`src/rtl/led_fade_pkg.sv`:
```
// led_fade_pkg: shared constants for the LED afterglow fader.
//   LED_N        number of independent LED channels
//   PWM_BITS_DEF default brightness / PWM counter width
//   LEVEL_MAX    full-brightness level for the default width
package led_fade_pkg;
    localparam int LED_N = 16;
    localparam int PWM_BITS_DEF = 8;
    localparam logic [PWM_BITS_DEF-1:0] LEVEL_MAX = '1;
endpackage

```
`src/rtl/led_fade_chan.sv`:
```
// led_fade_chan: one LED channel -- brightness level, saturating decay, compare, output flop.
//   clk       clock, all state on posedge
//   rst       synchronous reset, active-low
//   led_i     raw LED request; loads full brightness
//   decay_i   decay step strobe, shared by all channels
//   pwm_cnt_i free-running PWM counter from the top
//   led_o     registered PWM output
// Build option: LED_FADE_GAMMA_EN selects a squared (gamma ~2) brightness curve.
module led_fade_chan import led_fade_pkg::*; #(
    parameter int PWM_BITS   = PWM_BITS_DEF,
    parameter int DECAY_STEP = 16
) (
    input  logic                clk,
    input  logic                rst,
    input  logic                led_i,
    input  logic                decay_i,
    input  logic [PWM_BITS-1:0] pwm_cnt_i,
    output logic                led_o
);
    localparam logic [PWM_BITS-1:0] MAX  = '1;
    localparam logic [PWM_BITS-1:0] STEP = PWM_BITS'(DECAY_STEP);

    logic [PWM_BITS-1:0] level_q, level_d, cmp;
    logic                led_q, led_d;

`ifdef LED_FADE_GAMMA_EN
    logic [2*PWM_BITS-1:0] prod;
    assign prod = {{PWM_BITS{1'b0}}, level_q} * {{PWM_BITS{1'b0}}, level_q};
    assign cmp  = PWM_BITS'(prod >> PWM_BITS);
`else
    assign cmp = level_q;
`endif

    // A lit input beats a coincident decay step; decay clamps at zero.
    always_comb begin
        level_d = led_i ? MAX : decay_i ? (level_q < STEP ? '0 : level_q - STEP) : level_q;
        // Full level is forced solid so the gamma curve cannot leave a dark slot.
        led_d   = (level_q == MAX) | (pwm_cnt_i < cmp);
    end

    always_ff @(posedge clk) begin
        if (!rst) begin
            level_q <= '0;
            led_q   <= 1'b0;
        end else begin
            level_q <= level_d;
            led_q   <= led_d;
        end
    end

    assign led_o = led_q;
endmodule

```
`src/rtl/led_fade.sv`:
```
// led_fade: 16-channel PWM LED fader giving a chaser pattern an afterglow trail.
//   clk        clock, all state on posedge
//   rst        synchronous reset, active-low
//   led_in     raw chaser pattern, bit i set = LED i lit
//   led_out    registered PWM-modulated pattern to the board LEDs
//   decay_tick registered one-cycle pulse marking each decay step
// Build option: LED_FADE_GAMMA_EN (see led_fade_chan) selects the gamma curve.
module led_fade import led_fade_pkg::*; #(
    parameter int          PWM_BITS   = PWM_BITS_DEF,
    parameter int unsigned DECAY_DIV  = 50000,
    parameter int          DECAY_STEP = 16
) (
    input  logic             clk,
    input  logic             rst,
    input  logic [LED_N-1:0] led_in,
    output logic [LED_N-1:0] led_out,
    output logic             decay_tick
);
    logic [PWM_BITS-1:0] pwm_cnt_q, pwm_cnt_d;
    logic [31:0]         div_cnt_q, div_cnt_d;
    logic                tick_q, tick_d;

    always_comb begin
        pwm_cnt_d = pwm_cnt_q + PWM_BITS'(1);
        tick_d    = div_cnt_q == DECAY_DIV - 1;
        div_cnt_d = tick_d ? '0 : div_cnt_q + 32'd1;
    end

    always_ff @(posedge clk) begin
        if (!rst) begin
            pwm_cnt_q <= '0;
            div_cnt_q <= '0;
            tick_q    <= 1'b0;
        end else begin
            pwm_cnt_q <= pwm_cnt_d;
            div_cnt_q <= div_cnt_d;
            tick_q    <= tick_d;
        end
    end

    // Channels decay in the cycle the registered tick is high.
    for (genvar i = 0; i < LED_N; i++) begin : g_chan
        led_fade_chan #(
            .PWM_BITS  (PWM_BITS),
            .DECAY_STEP(DECAY_STEP)
        ) u_chan (
            .clk      (clk),
            .rst      (rst),
            .led_i    (led_in[i]),
            .decay_i  (tick_q),
            .pwm_cnt_i(pwm_cnt_q),
            .led_o    (led_out[i])
        );
    end

    assign decay_tick = tick_q;
endmodule

```
`config.mk`:
```
export PLATFORM = sky130hd
export DESIGN_NAME = led_fade
export DESIGN_NICKNAME = d
export VERILOG_FILES = /design/src/rtl/led_fade_pkg.sv /design/src/rtl/led_fade_chan.sv /design/src/rtl/led_fade.sv
export SDC_FILE = /design/constraint.sdc
export NUM_CORES = 1
export LEC_CHECK = 0
export CAP_MARGIN = 20
export CELL_PAD_IN_SITES_DETAIL_PLACEMENT = 1
export CELL_PAD_IN_SITES_GLOBAL_PLACEMENT = 2
export CORE_ASPECT_RATIO = 2
export CORE_MARGIN = 5
export CORE_UTILIZATION = 39
export CTS_CLUSTER_SIZE = 8
export DETAILED_ROUTE_END_ITERATION = 7
export PLACE_DENSITY_LB_ADDON = 0.1
export SLEW_MARGIN = 30
export SYNTH_ARGS = -nofsm -noshare
export SYNTH_HDL_FRONTEND = slang
export SYNTH_HIERARCHICAL = 1
export SYNTH_SLANG_ARGS = --single-unit
```
`constraint.sdc`:
```
create_clock -name clk -period 4.7 [get_ports clk]
set_clock_uncertainty 0.1 [all_clocks]
set_input_delay 0.94 -clock clk [delete_from_list [all_inputs] [get_ports clk]]
set_output_delay 0.94 -clock clk [all_outputs]
set_load 0.1 [all_outputs]
```
**Word level (Yosys, flattened, before mapping)**

Index checks and enable logic that the tools add are counted.

- Input port bits: 18
- Output and inout port bits: 17
- Flip-flop bits (word level): 185
- Logic and storage cells: 184

- Reduce and logical (&&, ||, !) cells: 17
- Magnitude comparators: 32
- Mux-type cells: 48
- Add/subtract/negate cells: 18
- Bitwise gates (word level): 17
- Equality and inequality tests: 17

Operators with widths:

| cell | count |
|---|---|
| two-way mux 8 bit | 48 |
| equality test 8 bit, second input constant | 16 |
| < comparator 8 x 5 -> 1 bit, second input constant | 16 |
| < comparator 8 bit | 16 |
| subtractor 8 x 5 -> 8 bit, second input constant | 16 |
| adder 32 x 1 -> 32 bit, second input constant | 1 |
| equality test 32 x 16 -> 1 bit, second input constant | 1 |
| nonzero test 2 bit | 16 |
| OR 1 bit | 16 |
| adder 8 x 1 -> 8 bit, second input constant | 1 |
| OR reduction 2 bit | 1 |
| inverter 1 bit | 1 |

**Depth between registers and ports, before layout**

- Depth after elaboration: 4
- Mapped depth: 7
- Mapped depth without buffers: 6

**By module**

The synthesis kept the hierarchy.

Modules (own cells, without submodules):

| module | seq. area each (sq um) | times used | cells an instance | area an instance (sq um) |
|---|---|---|---|---|
| led_fade_chan | 120.1 | 16 | 51 | 450.4 |
| led_fade | 820.8 | 1 | 217 | 1891.8 |

**Least setup slack after synthesis**

Ideal clock, no wire load.

- Path kind: flip-flop to output port
- Start point: register tick_q (netlist: decay_tick)
- End point: output port decay_tick
- Path buffers: 0
- Setup slack: 0.780 ns
- Data required time: 3.660 ns
- Arrival time: 2.880 ns
- Stages on the path, launching flop included: 1
- Path through: dfxtp_1

RTL lines:

| item | RTL line | source |
|---|---|---|
| start, declared | led_fade.sv:21 | `logic tick_q, tick_d;` |
| start signal, assigned | led_fade.sv:37 | `tick_q <= tick_d;` |
| end, declared | led_fade.sv:17 | `output logic decay_tick` |

No word-level cell between the ends.

**Final worst setup path**

- Start point: register g_chan[4].u_chan.led_q
- End point: output port led_out[4]

RTL lines:

| item | RTL line | source |
|---|---|---|
| start, declared | led_fade_chan.sv:24 | `logic led_q, led_d;` |
| start signal, assigned | led_fade_chan.sv:47 | `led_q <= led_d;` |
| end, declared | led_fade.sv:16 | `output logic [LED_N-1:0] led_out,` |

No word-level cell between the ends.

==> key figures <==
Timing
  – Rel. slew slack: 0.352
  – RSZ-0062 raised after global routing: false
  – Max Transition Viols Final: 0
  – Total negative slack: 0 ns
  – Max Clock Freq: ~340 MHz
  – Min cycle time layout: 2.93 ns
  – Final hold violation count: 0
  – Post-route clock period utilization: 0.623
  – Final setup fails: 0
  – Slew @ Worst Pin: between 0.9 and 1 ns

Synth
  – Area leader, netlist: dfxtp_1
  – Compound-Gate Fraction of Synth Area: 0.201
  – Post-synthesis cell count: around 1000
  – Syn_nets: approximately 1200
  – Yosys warnings: 6
  – Largest family of logic cells by synthesized area: simple AND/OR/NAND/NOR gates
  – Yosys top cell area share: 0.301
  – Asr flop ratio synth: 0
  – Post-synthesis xor/xnor area fraction: 0.0173
  – Main area contributors after synthesis: dfxtp_1, ha_1, o21a_1
  – Synthesized area per cell: between 8 and 9 µm²
  – Post-synth top flop: dfxtp_1
  – Post-synth cell types: 44
  – Mux cell area share after synthesis: 0.0198
  – Sequential fraction of the synthesis area: 0.301
  – Simple-gate area share of the yosys netlist: 0.221
  – Adder-Cell Fraction of Synth Area: 0.201
  – Number of flops mapped to enable cells by yosys: 0
  – Flops & latches, synth: between 100 and 150
  – Synth Cell Area: between 9000 and 10000 µm²

Cells and area
  – Antenna diodes: 0
  – Fillers: ~2700
  – Fin nets: roughly 1300
  – Finished Layout Cells: ~1400
  – Layout cell share with drive strength beyond 1: 0.0945
  – Synth-to-layout area growth: 15.0%

Placement
  – Port Buffers: 34
  – GPL Wtd Cong: approximately 0.75
  – Hpwl dp: 17400 µm
  – Inst Count DP: around 1400

Worst setup path
  – CP startpoint kind: flip-flop
  – Worst R2R End: g_chan[5].u_chan/cmp[7]$_SDFFE_PN0P_
  – R2R Setup Slk: around 2.2 ns
  – Reg-to-reg critical path startpoint: decay_tick$_SDFF_PN0_
  – Crit path from: g_chan[4].u_chan/led_o$_SDFF_PN0_
  – Critical path type: flip-flop to output pin
  – Stages on worst setup path: 1
  – Critical Path RT: around 3.7 ns
  – Worst path cell trace: clkdlybuf4s50_1
  – Slowest stage delay, CP: 1.13 ns
  – Critical Path Slowest Stage Cell: clkdlybuf4s50_1
  – Worst setup EP type: output pin
  – Worst Setup EP: led_out[4]
  – WP buf/inv: 1
  – Reg2reg path depth: 6
  – Max FO, Critical Path: 1
  – CP Data Arrival Time: between 1.5 and 2 ns
  – Top delay family on crit path: buffers and inverters

Clock network
  – CTS tree: built
  – # clock sinks: 137
  – CTS buffer count: 17
  – Setup Fix Bufs, Post-CTS: 0
  – H-Tree Depth: 4
  – CTS root buffer: clkbuf_16
  – Clock Latency Late Sink: 0.44 ns
  – Reg clk slew, reported paths: around 0.060 ns
  – # hold bufs at CTS: 0
  – Post-CTS sizing: 0
  – Clk buf depth: 2

Pwr
  – Overall power: between 3 and 4 mW
  – VDD IR-drop max: 0.251 mV
  – Power per Cell Area: slightly above 300 nW/µm²
  – LEAKAGE: 4.21 nW

Drt
  – Total iterations of the first detailed-routing run: 4
  – ANT nets after route: 0
  – DRT Wirelength: approximately 24000 µm
  – DRC: 0
  – Vias per Instance: roughly 5.7
  – Via count: 7889
  – 1st-iter DRT viols: between 200 and 250
  – Drt wl/cell: 17.3 µm

Floorplan
  – Die footprint: approximately 27000 µm²
  – Placement Rows: 79
  – Initial Util: 0.393
  – IO Count: 35
  – Die Wd: 118 µm
  – Die height: around 230 µm
  – Core area: ~23000 µm²

Global routing
  – First-pass GRT wire length: roughly 40000 µm
  – Vias in the first global route: about 8300
  – Initial antenna violation count: 1
  – Pin count of the biggest net entering global routing: 73
  – GRT Residual Overflow: 0
  – Gr usage total: 0.186

Run status
  – Run status: finished clean

Hold path
  – HP Class: flip-flop to flip-flop

Flow run
  – Maximum Capacitance Violations: 0
registers in the layout (all words and copies together) (netlist names):
register,count
pwm_cnt_q,8
g_chan.u_chan/cmp,80
div_cnt_q,32
decay_tick,1
g_chan.u_chan/led_o,16
layout by cell type (no fill, tap or decap), drive strengths merged, types with 3 or more instances in the layout:
cell             n
a21oi           33
o31a            16
nor3b           16
inv             84
o21a            64
o22ai           16
dfxtp          137
bufinv           3
and4             4
or4             11
ha             146
o21ai           73
nand4           43
buf             10
nor4             9
xor2             8
o211ai          16
mux2            16
a211oi          48
clkinv           4
nand2b          16
or3              8
o31ai            9
nand2           57
nor2            89
and3             4
nor3            19
nor2b           32
clkdlybuf4s50   32
xnor2           10
nand3           33
clkbuf          25
stage by stage:
| step | util | cell area, µm² | hold slack (ns) | setup slack [ns] |
|---|---|---|---|---|
| 6_report | 0.452 | 10500 | 0.359 | 1.77 |
| 5_1_grt | 0.452 | 10500 | 0.380 | 1.71 |
| 4_1_cts | 0.452 | 10500 | 0.365 | 1.74 |
| 3_5_place_dp | 0.426 | 9850 | 0.352 | 1.80 |
| 3_3_place_gp | 0.426 | 9850 | 0.346 | 1.79 |
| 2_1_floorplan | - | 9100 | 0.330 | 0.780 |
routing by layer:
| layer | vias up | GRT usage | wire (µm) |
|---|---|---|---|
| met5 | - | 0 | 0 |
| met4 | 0 | 0.0604 | 449 |
| met3 | 26 | 0.0391 | 517 |
| met2 | 63 | 0.391 | 14100 |
| met1 | 3878 | 0.171 | 8840 |
| li1 | 3922 | - | - |
cells in the mapped netlist, types with 3 or more instances:
cell and instances:
or4_1 9, xnor2_1 10, nor3b_2 16, mux2_1 16
nor3_2 16, nor2_1 89, o21a_1 64, o22ai_1 16
and3_1 3, o21ai_1 16, dfxtp_1 137, o31a_1 16
nor3_1 3, inv_1 84, a21oi_1 32, o211ai_1 16
nand2b_2 16, and4_1 4, or3_2 3, nor4_1 9
a211oi_1 48, o21ai_0 57, buf_2 3, or3_1 5
nand2_1 57, ha_1 146, nand3_1 32, xor2_1 8
nand4_1 43, o31ai_1 9, nor2b_1 32
layout make-up:
class / count / area [µm²] / area share
clock buffers: 25 / 505 / 0.0483
clock inverters: 7 / 113 / 0.0108
inverters: 85 / 319 / 0.0305
multi-input cells: 805 / 6020 / 0.575
flip-flops and latches: 137 / 2750 / 0.263
well taps: 283 / 354 / 0.0338
repair buffers: 42 / 405 / 0.0387
worst min path at each step:
| stage | start | to | slack (ns) | depth (start not counted) |
|---|---|---|---|---|
| 4_1_cts | div_cnt_q[0]$_SDFF_PP0_ | div_cnt_q[0]$_SDFF_PP0_ | 0.37 | 1 |
| 3_3_place_gp | div_cnt_q[0]$_SDFF_PP0_ | div_cnt_q[0]$_SDFF_PP0_ | 0.35 | 1 |
| 3_5_place_dp | div_cnt_q[0]$_SDFF_PP0_ | div_cnt_q[0]$_SDFF_PP0_ | 0.35 | 1 |
| 5_1_grt | div_cnt_q[0]$_SDFF_PP0_ | div_cnt_q[0]$_SDFF_PP0_ | 0.38 | 1 |
| 2_1_floorplan | div_cnt_q[0]$_SDFF_PP0_ | div_cnt_q[0]$_SDFF_PP0_ | 0.33 | 1 |
| 6_report | div_cnt_q[0]$_SDFF_PP0_ | div_cnt_q[0]$_SDFF_PP0_ | 0.36 | 1 |
cells by family (layout without fill, tap and decap cells):
logic type / count (synthesis) / after routing
buffers and inverters: 91 / 159
AO/OA/AOI/OAI: 278 / 278
XOR/XNOR: 18 / 18
flip-flops: 137 / 137
adder cells (fa/ha/maj): 146 / 146
multiplexers: 16 / 16
AND/OR/NAND/NOR: 347 / 347
where the power goes:
group	internal (mW)	total, mW	leakage, nW	switching [mW]
Combinational	0.196	0.484	2.76	0.288
Clock	0.902	1.42	0.303	0.520
Sequential	1.23	1.31	1.14	0.0846
Total	2.33	3.22	4.21	0.893
(Power assumes the default switching activity.)
==> variant 1, RTL diff (same flow settings) <==
Reset style: asynchronous (`rst`), changed in 2 clocked blocks. Comments in the files are not updated.
--- a/src/rtl/led_fade_chan.sv
+++ b/src/rtl/led_fade_chan.sv
@@ -40,3 +40,3 @@
 
-    always_ff @(posedge clk) begin
+    always_ff @(posedge clk or negedge rst) begin
         if (!rst) begin
--- a/src/rtl/led_fade.sv
+++ b/src/rtl/led_fade.sv
@@ -28,3 +28,3 @@
 
-    always_ff @(posedge clk) begin
+    always_ff @(posedge clk or negedge rst) begin
         if (!rst) begin
Formal check against the unedited RTL: differs if rst is asserted again (counterexample within 4 cycles, from zero or initial values and one cycle with rst low); with rst held inactive, the same outputs for 10 cycles.
==> variant 1 against the original RTL <==
  * Fmax shrank 1.2%
  * Worst setup slack worse by 35 ps
  * Synthesized area decreased by 3.2%
  * Routed wire length rose by 0.58%
  * Count of clock-buffer cells in the layout fell by 3
  * Sequential cell count stayed put
  * Design area is 3.5% lower
  * Highest routed layer unchanged
Power is not compared: it rests on default switching activity, and its combinational part moved more than twofold at a synthesized area within 25%.
==> variant 1: results (changes against the original RTL) <==
The run finished with clean final reports. Summed over all cells, the static leakage comes to 0.004850 uW. The post-synthesis cell count is 917 (-11%). The cell type of the slowest stage on the worst timing path was clkdlybuf4s50_1. The CTS H-tree depth is 4 (unchanged), and the share of final-layout standard cells stronger than drive strength 1 is 4.665% (-4.8 points).

The pin count of the biggest net entering global routing is 89 (+22%), and the via count of the first global-routing pass is 8155 (-2.1%). By area the synthesized netlist is led by dfrtp_1 (39%), ha_1 (21%), a21oi_1 (4.6%). The antenna diode instance count was 0 (unchanged). The logs give 0 (unchanged) for the buffers inserted during post-CTS setup optimization and 2 (unchanged) for the clock tree buffer depth. The run gives 33.97% (-1.3 points) as the worst max-slew margin expressed relative to the limit. For the placed wire-length estimate, the log shows 18.04 mm (+3.7%). For the total number of yosys warnings, the log shows 6 (unchanged). The clock edge transition at the registers on the reported setup and hold paths was 60 ps (about the same). The number of cells after detailed placement was 1230 (-9.0%). The worst register-to-register path begins at pwm_cnt_q[2]. For the initial antenna violation count, the log shows 0 (-1). The proportion of register bits with asynchronous set or reset after synthesis is 100.0% (+100 points), and the biggest fanout along the worst timing path is 2 (+1). Class of the tightest hold or removal check: flip-flop to flip-flop.

The aggregate global-route resource usage was 19.60% (+1.0 points); the number of distinct standard cells referenced by the synthesized netlist was 31 (-30%). The number of buffers added on ports is 34 (unchanged). The tree is rooted in a clkbuf_16. The tools report the portion of the post-synthesis area used by sequential elements as 38.94% (+8.8 points).

The iteration-0 DRC count of the detailed router is 194 (-13%), and the maximum vdd drop is 0.2051 mV. The detailed-route vias per instance works out to 5.705 (about the same). The run gives 17 (unchanged) as the clock buffer count from CTS. The run gives 2540 (-7.2%) as the fill cell instance count of the final layout. The endpoint identified for the worst register-to-register timing path is g_chan[8].u_chan/led_o.

The wire length reported by the detailed router was 24.09 mm (+0.58%). Hold-critical path depth: 1 (unchanged). The final routed wire length divided by cell count was 19.09 um (+10%); the number of flip-flops in the largest register was 80 (unchanged).

Following the worst setup path forward leads to its endpoint at decay_tick. The tools report the data arrival time of the critical path as 1930 ps (+40 ps). Wire length of the first global-routing pass: 39.56 mm (-2.0%). The largest incremental delay on the critical path is 1130 ps (about the same). The gate family responsible for the most delay along the worst path was buffers and inverters.

The minimum setup slack among reg-to-reg paths was 2450 ps (+280 ps). For the number of iterations in the first detailed-routing pass, the log shows 4 (unchanged). The last weighted congestion value of the routability-driven placer is 0.7993 (+7.3%). The launching element of the worst setup path was decay_tick. The worst reg-to-reg path cell count is 5 (-1), and the number of gates resized after cts is 0 (unchanged). The instance area at placement came out at 9530 um2 (-3.2%). For the clock latency of the later-clocked register in the worst-skew pair, the log shows 440 ps (about the same).

For the total nets after synthesis, the log shows 1081 (-9.7%). For this run, the leading register cell type out of synthesis is dfrtp_1. The commonest cells after synthesis are ha_1 (146), dfrtp_1 (137), inv_1 (102), a21oi_1 (81), o21ai_0 (64).
[variant 1: kinds of logic after synthesis]
logic type / after synthesis / share of synthesized area, %
and+or+nand+nor: 255 / 15.72
adders and majority gates: 146 / 20.75
AOI/OAI and AO/OA: 242 / 16.76
xor gates and xnor gates: 35 / 3.482
DFF: 137 / 38.94
buffers and inverters: 102 / 4.349
[variant 1: final cells by class]
type | count | area, um2 | share of cell area, %
inverters | 102 | 382.9 | 3.791
flip-flops and latches | 137 | 3433 | 33.99
well taps | 276 | 345.3 | 3.419
repair buffers | 37 | 376.6 | 3.729
multi-input cells | 678 | 4992 | 49.43
clock inverters | 10 | 95.09 | 0.9415
clock buffers | 22 | 474.2 | 4.695
[variant 1: how the worst min path moves through the flow]
| stage | slack [ps] | startpoint | to |
|---|---|---|---|
| 2_1_floorplan | 350 | div_cnt_q[31] | div_cnt_q[31] |
| 3_3_place_gp | 360 | div_cnt_q[31] | div_cnt_q[31] |
| 3_5_place_dp | 380 | div_cnt_q[31] | div_cnt_q[31] |
| 4_1_cts | 390 | div_cnt_q[31] | div_cnt_q[31] |
| 5_1_grt | 410 | div_cnt_q[31] | div_cnt_q[31] |
| 6_report | 390 | div_cnt_q[31] | div_cnt_q[31] |
[variant 1: metal layers]
layer  track usage [%]  wire length, um
met1             18.16             8541
met2             39.70            14530
met3             3.675              431
met4             7.568              580
met5                 0                0
[variant 1: power breakdown]
group	internal (uW)	leakage [uW]	switching, uW	total, uW
clock network	769	0.000276	532	1300
logic	14.8	0.00319	35.1	49.9
registers	1180	0.00138	0.000000000000681	1180
[variant 1: stage by stage]
stage | util (%) | worst slack, ps
after detailed placement | 43.01 | 2192
after global routing | 45.58 | 1683
after global placement | 42.99 | 2189
after floorplan | - | 1853
after CTS | 45.58 | 1695
final | 45.58 | 1735
==> variant 2, RTL diff (same settings) <==
Made on the original files. Set the package constant `LED_N` to 18 (it was 16).
--- a/src/rtl/led_fade_pkg.sv
+++ b/src/rtl/led_fade_pkg.sv
@@ -5,3 +5,3 @@
 package led_fade_pkg;
-    localparam int LED_N = 16;
+    localparam int LED_N = 18;
     localparam int PWM_BITS_DEF = 8;
Ports: changed (resized led_in and led_out); port bits go from 35 to 39. The function was not compared with the original's and may differ.
==> variant 2 against the original RTL <==
  * Design area is 9.5% higher
  * Critical path type unchanged
  * Synthesized area is 9.9% higher
  * Sequential cell count is 12 higher
  * Worst setup slack worse by 140 ps
  * Register-to-register slack better by 120 ps
  * Largest cell class unchanged
  * Routed wire length is 11% higher
  * Fmax is 4.4% lower
  * Critical endpoint is now decay_tick
  * Largest power group is now registers
  * Total power is 3.2% higher
==> variant 2: results (changes against the original RTL) <==
The layout buffer count excluding clock buffers came out at 51 (+21%). The sink count of the clock tree is 149 (+8.8%), and the placed wire-length estimate is 19.90 mm (+14%). The number of buffers added on ports was 38 (+12%). The share of final-layout standard cells stronger than drive strength 1 works out to 9.076% (-0.37 points).

The static leakage power was 0.004613 uW (+9.6%); the layout buffering overhead excluding clock cells was 4.150% (+0.28 points). The logs give 1520 (+12%) for the number of cells after detailed placement and 19.43% (+0.85 points) for the aggregate global-route resource usage. The number of signal-net inverters in the final layout was 95 (+12%); the area overhead of the layout relative to synthesis was 14.56%. The fraction of area in clock buffers and inverters was 4.969% (-0.94 points). The count of multi-input combinational gates is 885 (+9.9%), and the total nets after synthesis is 1319 (+10%).

The tools report the startpoint of the lowest-slack register-to-register path as div_cnt_q[2]. Iteration-0 DRC count of the detailed router: 323 (+44%). The logs give 22 (-12%) for the final-layout clock buffer total and 0.3261 GHz (-4.4%) for the maximum clock frequency.

The total power of the final layout was 3323 uW (+3.2%). The power in the clock group came out at 1350 uW (-5%). The share of total power in combinational logic is 16.8% (+1.8 points), and the number of flip-flops in the largest register is 90 (+13%). The logs give 1 (+1) for the antenna diode instance count and 45.44 mm (+13%) for the wire length of the first global-routing pass. Proportion of total power due to net switching: 28.94% (+1.2 points). The run finished with clean final reports.
variant 2: final timing paths:
| path | endpoint | depth (start not counted) |
|---|---|---|
| max | decay_tick | 1 |
| min reg2reg | div_cnt_q[0] | 1 |
| max reg2reg | div_cnt_q[23] | 4 |
| min | div_cnt_q[0] | 1 |
variant 2: layer usage:
layer / wire length [um] / up-vias / track usage (%)
met1: 9788 / 4274 / 18.44
met3: 526 / 34 / 3.011
li1: - / 4303 / -
met4: 551 / 0 / 7.025
met5: 0 / - / 0
met2: 15690 / 65 / 39.79
variant 2: logic make-up (layout without fill, tap and decap cells):
logic type	after synthesis	after routing	synth area share, %
simple gates	377	377	21.87
flops	149	149	29.83
compound gates	308	308	20.27
other cells	0	1	0
xor+xnor	18	18	1.577
fa+ha+maj	164	164	20.52
mux	18	18	2.027
buf+inv	101	178	3.904
